--- src/rtl/wf_7seg_pkg.sv ---
// -----------------------------------------------------------------------------
// wf_7seg_pkg
// Shared types and constants for the two-requester 7-segment display arbiter.
//   state_e  : arbiter FSM states (IDLE / OWN_A / OWN_B)
//   owner_e  : encoding of the most recent display owner (round-robin memory)
//   disp_t   : registered display image (four BCD digits plus colon code)
//   COLON_*  : colon codes understood by the 7-segment interface
// -----------------------------------------------------------------------------
package wf_7seg_pkg;

  typedef enum logic [1:0] {
    IDLE  = 2'b00,
    OWN_A = 2'b01,
    OWN_B = 2'b10
  } state_e;

  typedef enum logic {
    OWNER_A = 1'b0,
    OWNER_B = 1'b1
  } owner_e;

  localparam logic [1:0] COLON_TIME = 2'b00;
  localparam logic [1:0] COLON_DP   = 2'b01;
  localparam logic [1:0] COLON_NONE = 2'b11;

  typedef struct packed {
    logic [15:0] digits;  // {d3,d2,d1,d0}
    logic [1:0]  colon;
  } disp_t;

  // On a tie from IDLE the requester that did not own the display last wins.
  function automatic state_e tie_winner(owner_e last_owner);
    return (last_owner == OWNER_A) ? OWN_B : OWN_A;
  endfunction

endpackage

--- src/rtl/wf_slice_counter.sv ---
// -----------------------------------------------------------------------------
// wf_slice_counter
// Counts timebase ticks for the current display owner and flags when the
// owner has used up its slice.
//   clk, rst_n : system clock, asynchronous active-low reset
//   clear_i    : state entry this cycle; counter restarts from 0 (wins over tick)
//   en_i       : an owner holds the display, so ticks are counted
//   tick_i     : one-cycle timebase pulse
//   at_max_o   : counter has reached MAX_TICKS (it saturates there)
// -----------------------------------------------------------------------------
module wf_slice_counter
  import wf_7seg_pkg::*;
#(
  parameter int MAX_TICKS = 100,
  parameter int CNT_W     = 8
) (
  input  logic clk,
  input  logic rst_n,
  input  logic clear_i,
  input  logic en_i,
  input  logic tick_i,
  output logic at_max_o
);

  localparam logic [CNT_W-1:0] MAX_CNT = CNT_W'(MAX_TICKS);
  localparam logic [CNT_W-1:0] ONE     = CNT_W'(1);

  logic [CNT_W-1:0] slice_q, slice_d;

  assign at_max_o = (slice_q == MAX_CNT);

  // NOTE: every variable assigned in always_comb gets a default first, so no
  // path through the block leaves it unassigned and no latch is inferred.
  always_comb begin
    slice_d = slice_q;
    if (clear_i) begin
      slice_d = '0;
    end else if (en_i && tick_i && !at_max_o) begin
      slice_d = slice_q + ONE;
    end
  end

  // NOTE: sequential state uses non-blocking assignments so every register
  // samples the values from before the edge, independent of block order.
  always_ff @(posedge clk or negedge rst_n) begin
    if (!rst_n) begin
      slice_q <= '0;
    end else begin
      slice_q <= slice_d;
    end
  end

endmodule

--- src/rtl/wf_7seg_arbiter.sv ---
// -----------------------------------------------------------------------------
// wf_7seg_arbiter
// Arbitrates a single 4-digit 7-segment display between requesters A and B.
// An uncontended owner keeps the display forever; a contended owner is
// preempted after MAX_TICKS timebase ticks. Handovers are atomic (no IDLE
// cycle) and ties from IDLE are resolved round-robin.
//   clk, rst_n              : system clock, asynchronous active-low reset
//   tick                    : one-cycle timebase pulse
//   req_a, data_a, colon_a  : requester A request, BCD digits, colon code
//   req_b, data_b, colon_b  : requester B request, BCD digits, colon code
//   gnt_a, gnt_b            : current owner (never both high)
//   digit0..digit3, colon   : registered display image of the owner
//   preempt                 : one-cycle pulse after a forced transfer
// -----------------------------------------------------------------------------
module wf_7seg_arbiter
  import wf_7seg_pkg::*;
#(
  parameter int MAX_TICKS = 100,
  parameter int CNT_W     = 8
) (
  input  logic        clk,
  input  logic        rst_n,
  input  logic        tick,
  input  logic        req_a,
  input  logic [15:0] data_a,
  input  logic [1:0]  colon_a,
  input  logic        req_b,
  input  logic [15:0] data_b,
  input  logic [1:0]  colon_b,
  output logic        gnt_a,
  output logic        gnt_b,
  output logic [3:0]  digit0,
  output logic [3:0]  digit1,
  output logic [3:0]  digit2,
  output logic [3:0]  digit3,
  output logic [1:0]  colon,
  output logic        preempt
);

  state_e state_q, state_d;
  owner_e last_q, last_d;
  logic   preempt_q, preempt_d;
  disp_t  disp_q, disp_d;
  logic   at_max;
  logic   state_entry;

  assign state_entry = (state_d != state_q);

  wf_slice_counter #(
    .MAX_TICKS (MAX_TICKS),
    .CNT_W     (CNT_W)
  ) u_slice (
    .clk      (clk),
    .rst_n    (rst_n),
    .clear_i  (state_entry),
    .en_i     (state_q != IDLE),
    .tick_i   (tick),
    .at_max_o (at_max)
  );

  // ---------------------------------------------------------------------------
  // State register (also holds round-robin memory and the preempt pulse)
  // ---------------------------------------------------------------------------
  always_ff @(posedge clk or negedge rst_n) begin
    if (!rst_n) begin
      state_q   <= IDLE;
      last_q    <= OWNER_B;  // so A wins the first tie
      preempt_q <= 1'b0;
    end else begin
      state_q   <= state_d;
      last_q    <= last_d;
      preempt_q <= preempt_d;
    end
  end

  // ---------------------------------------------------------------------------
  // Next-state logic
  // A release (own request low) is checked before the slice limit, so a
  // release coinciding with slice==MAX hands over without a preempt pulse.
  // ---------------------------------------------------------------------------
  always_comb begin
    state_d   = state_q;
    preempt_d = 1'b0;
    unique case (state_q)
      IDLE: begin
        if (req_a && req_b) begin
          state_d = tie_winner(last_q);
        end else if (req_a) begin
          state_d = OWN_A;
        end else if (req_b) begin
          state_d = OWN_B;
        end
      end
      OWN_A: begin
        if (!req_a) begin
          state_d = req_b ? OWN_B : IDLE;
        end else if (req_b && at_max) begin
          state_d   = OWN_B;
          preempt_d = 1'b1;
        end
      end
      OWN_B: begin
        if (!req_b) begin
          state_d = req_a ? OWN_A : IDLE;
        end else if (req_a && at_max) begin
          state_d   = OWN_A;
          preempt_d = 1'b1;
        end
      end
      default: state_d = IDLE;
    endcase
  end

  // Round-robin memory follows every entry into an owning state.
  always_comb begin
    last_d = last_q;
    if (state_entry && state_d == OWN_A) begin
      last_d = OWNER_A;
    end else if (state_entry && state_d == OWN_B) begin
      last_d = OWNER_B;
    end
  end

  // ---------------------------------------------------------------------------
  // Output logic
  // ---------------------------------------------------------------------------
  always_comb begin
    gnt_a   = (state_q == OWN_A);
    gnt_b   = (state_q == OWN_B);
    preempt = preempt_q;
    digit0  = disp_q.digits[3:0];
    digit1  = disp_q.digits[7:4];
    digit2  = disp_q.digits[11:8];
    digit3  = disp_q.digits[15:12];
    colon   = disp_q.colon;
  end

  // Display image: follows the owner one clock late, switches to the new
  // owner on the handover edge itself, and freezes while IDLE. Nibbles are
  // copied verbatim, BCD or not.
  always_comb begin
    disp_d = disp_q;
    unique case (state_q)
      OWN_A:   disp_d = (state_d == OWN_B) ? '{digits: data_b, colon: colon_b}
                                           : '{digits: data_a, colon: colon_a};
      OWN_B:   disp_d = (state_d == OWN_A) ? '{digits: data_a, colon: colon_a}
                                           : '{digits: data_b, colon: colon_b};
      default: disp_d = disp_q;
    endcase
  end

  always_ff @(posedge clk or negedge rst_n) begin
    if (!rst_n) begin
      disp_q <= '{digits: 16'h0000, colon: COLON_NONE};
    end else begin
      disp_q <= disp_d;
    end
  end

endmodule

--- config.mk ---
export PLATFORM = sky130hd
export DESIGN_NAME = wf_7seg_arbiter
export DESIGN_NICKNAME = d
export VERILOG_FILES = /design/src/rtl/wf_7seg_pkg.sv /design/src/rtl/wf_slice_counter.sv /design/src/rtl/wf_7seg_arbiter.sv
export SDC_FILE = /design/constraint.sdc
export NUM_CORES = 1
export LEC_CHECK = 0
export CAP_MARGIN = 25
export CORE_ASPECT_RATIO = 2
export CORE_UTILIZATION = 50
export DETAILED_ROUTE_END_ITERATION = 10
export GPL_TIMING_DRIVEN = 0
export PLACE_DENSITY_LB_ADDON = 0.05
export SKIP_LAST_GASP = 1
export SYNTH_ARGS = -nofsm -noshare
export SYNTH_HDL_FRONTEND = slang
export SYNTH_HIERARCHICAL = 1
export SYNTH_SLANG_ARGS = --single-unit
--- constraint.sdc ---
create_clock -name clk -period 7.2 [get_ports clk]
set_input_delay 1.8 -clock clk [delete_from_list [all_inputs] [get_ports clk]]
set_output_delay 1.8 -clock clk [all_outputs]
set_load 0.1 [all_outputs]
# After elaboration in Yosys (flattened, before gate mapping)
# Cells that the tools add are included.
classes:
  n_addsub: 1
  n_eq_ne: 6
  mux: 23
  reduce_logical: 13
op_table:
  columns: ["operator", "count"]
  rows:
  - ["two-way mux 18 bit", 2]
  - ["one-hot mux 18 bit (2 select lines)", 1]
  - ["two-way mux 2 bit", 9]
  - ["two-way mux 8 bit", 2]
  - ["adder 8 x 1 -> 8 bit, second input constant", 1]
  - ["== test 8 x 7 -> 1 bit, second input constant", 1]
  - ["nonzero test 2 bit", 4]
  - ["logical AND 1 bit", 7]
  - ["two-way mux 1 bit", 7]
  - ["one-hot mux 2 bit (3 select lines)", 1]
  - ["== test 2 x 1 -> 1 bit, second input constant", 2]
  - ["== test 2 bit, second input constant", 2]
  - ["logical NOT 2 bit", 1]
  - ["inequality test 2 bit", 1]
  - ["one-hot mux 1 bit (2 select lines)", 1]
  - ["logical NOT 1 bit", 1]
totals:
  reg_bits: 30
  output_inout_bits: 21

# Depth between registers and ports, before layout
logic_depth:
  word_depth: 9
  depth_mapped: 14
  depth_no_buf: 13

# Cells and area by module
# The synthesis kept the hierarchy.
by_module_without_submodules:
  columns: ["module", "n_inst", "cells_each", "area_each_um2", "seq_area_each_um2"]
  rows:
  - ["wf_7seg_arbiter", 1, 145, 1478.9, 554.3]
  - ["wf_slice_counter", 1, 48, 454.2, 200.2]

# Least setup slack after synthesis
# No wires, ideal clock.
synth_timing:
  path_kind: "reg2out"
  startpoint: "register state_q[0]"
  endpoint: "output gnt_b"
  arrival_time_ps: 1528
  t_required_ps: 5400
  setup_slack_ps: 3872
  stages_incl_launch_ff: 4
  cell_sequence: "dfrtp_1 > buf_2 > inv_1 > ha_1"
synth_between:
  elab_chain_cells: 1
synth_rtl:
  columns: ["item", "line", "source"]
  rows:
  - ["start, declared", "wf_7seg_arbiter.sv:40", "state_e state_q, state_d;"]
  - ["start signal, assigned", "wf_7seg_arbiter.sv:70", "state_q <= state_d;"]
  - ["== test 2 bit", "wf_7seg_arbiter.sv:129", "gnt_b = (state_q == OWN_B);"]
  - ["end, declared", "wf_7seg_arbiter.sv:31", "output logic gnt_b,"]
# No other way between the ends.

# Worst setup path after layout
# Ends and elaborated chain as after synthesis.

==> results.txt <==
status -> finished, final reports clean
Crit Path Category -> reg -> out
clk sink count -> 30
Cells after Synth -> 193
post_cts resized -> 0
setup bufs post-CTS -> 0
starting density of the core -> 53.0%
vias -> 1794
Mapped Area -> 0.00193 mm^2
core area -> 0.00365 mm^2
Synth async-reset ratio -> 100%
Max Clk Rate -> 229 MHz
largest net degree at the start of global routing -> 17
Max Cap Violations -> 0
Chip Width -> 46.0 um
Post-synth EDFFs -> 0
Die Area -> 0.00413 mm^2
Via density -> 5.75
period utilisation layout -> 60.8%
htree depth -> 2
TNS Setup -> 0 ns
minimum clock period -> 4.38 ns
clock buffer count from CTS -> 5
total track usage -> 25.5%
DIE HEIGHT -> 89.9 um
Final Hold Fails -> 0
M1 wire length -> 1.88 mm
Main synth FF type -> dfrtp_1
Setup-failing EPs final -> 0
clk_lat worst skew -> 0.28 ns
Min-Delay Path Class -> reg -> reg
Arr. time, crit path -> 2.58 ns
CP endpoint kind -> primary output
CTS tree -> yes
Startpoint Class -> flop
ANT cells -> 0
antenna violations before repair -> 0
synthesized area per cell -> 10.0 um^2
YS warnings -> 6
CP max FO -> 8
max-slew headroom at the worst pin -> 32.9%
CTS Buffer Depth -> 2
most frequent cell after synthesis -> mux2i_1
site row count -> 31
sequential share of the synthesized area -> 39.0%
first-pass GRT wire length -> 7.82 mm
syn nets -> 240
grt ovf -> 0
Yosys reg bits -> 30
fillers -> 303
Met3 Wirelength -> 142 um
synth top area cells -> dfrtp_1 35%, mux2i_1 19%, a221oi_1 8.6%
Slew @ Worst Pin -> 1.00 ns
port bufs -> 61
fin nets -> 309
CTS Root Cell -> clkbuf_8
fraction of final layout cells sized beyond drive strength 1 -> 7.98%
RSZ-0062 raised after global routing -> no
Post-synth top cells -> 37 x mux2i_1, 27 x dfrtp_1, 23 x nor2_1
dominant cell type by area after synthesis -> dfrtp_1
top routing layer used -> met4
layout overhead on the synthesized area -> 41.8%
Iter 0 DRT Violations -> 48
post-route ant nets -> 0
cts hold-fix bufs -> 0
router iterations before antenna repair -> 4
Worst-path clk slew -> 0.07 ns
WL/cell -> 15.8 um
Placer Congestion -> 0.801
library cells used by synthesis -> 42
top cell type's share of synthesized area -> 35.0%
vias in the first global route -> 1710
met2 WL -> 2.85 mm
Ports -> 62
WP data required -> 5.40 ns
WL final -> 4.92 mm
DRC -> 0
clock skew -> 0.00627 ns
Slew Viols, Final -> 0
HPWL after DPL -> 3.60 mm
[logic make-up (layout without fill, tap and decap cells)]
logic type	Yosys count	after routing	share of synthesized area, %
AND/OR/NAND/NOR	55	55	14.1
XOR/XNOR	2	2	0.906
multiplexers	38	38	19.9
adder cells (fa/ha/maj)	6	6	3.88
AO/OA/AOI/OAI	43	43	17.2
flip-flops	30	30	39.0
buffers and inverters	19	89	4.98
[critical path: stages (launching register included)]
cell and delay [ns]:
dfrtp_1 0.41, buf_2 0.19, inv_1 0.11, ha_1 0.37, clkdlybuf4s50_1 1.21
[metal layers]
layer	vias to the layer above	GRT usage, %
li1	860	-
met1	885	29.0
met2	45	44.6
met3	4	4.22
met4	0	8.82
met5	-	0
[stage by stage]
stage	instance area (um^2)	util [%]	setup WS (ns)	hold slack (ns)	std cells
after floorplan	1930	-	3.87	0.503	193
after global placement	2610	71.4	3.12	0.492	303
after detailed placement	2630	72.2	3.07	0.490	304
after CTS	2740	75.2	2.84	0.506	312
after global routing	2740	75.2	2.74	0.532	312
final	2740	75.2	2.82	0.505	312
[path summary, 6_finish.rpt]
kind                                     from                 end  slack (ns)  cells past startpoint
max                                state_q[0]               gnt_b        2.82                      4
min                                  colon[1]            colon[1]        0.50                      2
max reg2reg                u_slice/slice_q[0]  u_slice/slice_q[0]        4.04                     13
min reg2reg                          colon[1]            colon[1]        0.50                      2
max in group asynchronous               rst_n            colon[0]        4.58                      2
min in group asynchronous               rst_n           digit3[0]        1.98                      1
[placed cells by master (no fill, tap or decap), types with 5 or more instances in the layout]
cell type	Yosys	routed
inv_1	7	7
nand2_1	7	7
ha_1	6	6
a21oi_1	8	8
dfrtp_1	27	27
a221oi_1	19	19
mux2i_1	37	37
clkdlybuf4s50_1	0	61
clkbuf_8	0	5
nor2_1	23	23
[sequential cells by signal, summed over array words and instances (netlist names)]
name and flops:
digit1 4, preempt 1, last_q 1, digit3 4
colon 2, state_q 2, digit0 4, u_slice/slice_q 8
digit2 4
[cell type report]
class	instances	area, um^2	area share [%]
buffer	12	70.1	2.56
timing repair buffer	62	638	23.3
clock inverter	3	40.0	1.46
multi-input combinational	144	1080	39.5
clock buffer	5	68.8	2.51
sequential	30	754	27.5
tap	49	61.3	2.24
inverter	7	26.3	0.958
Power is left out: the tool's default activity adds up to more than one toggle a clock period on the data nets, which glitch-free logic cannot reach.
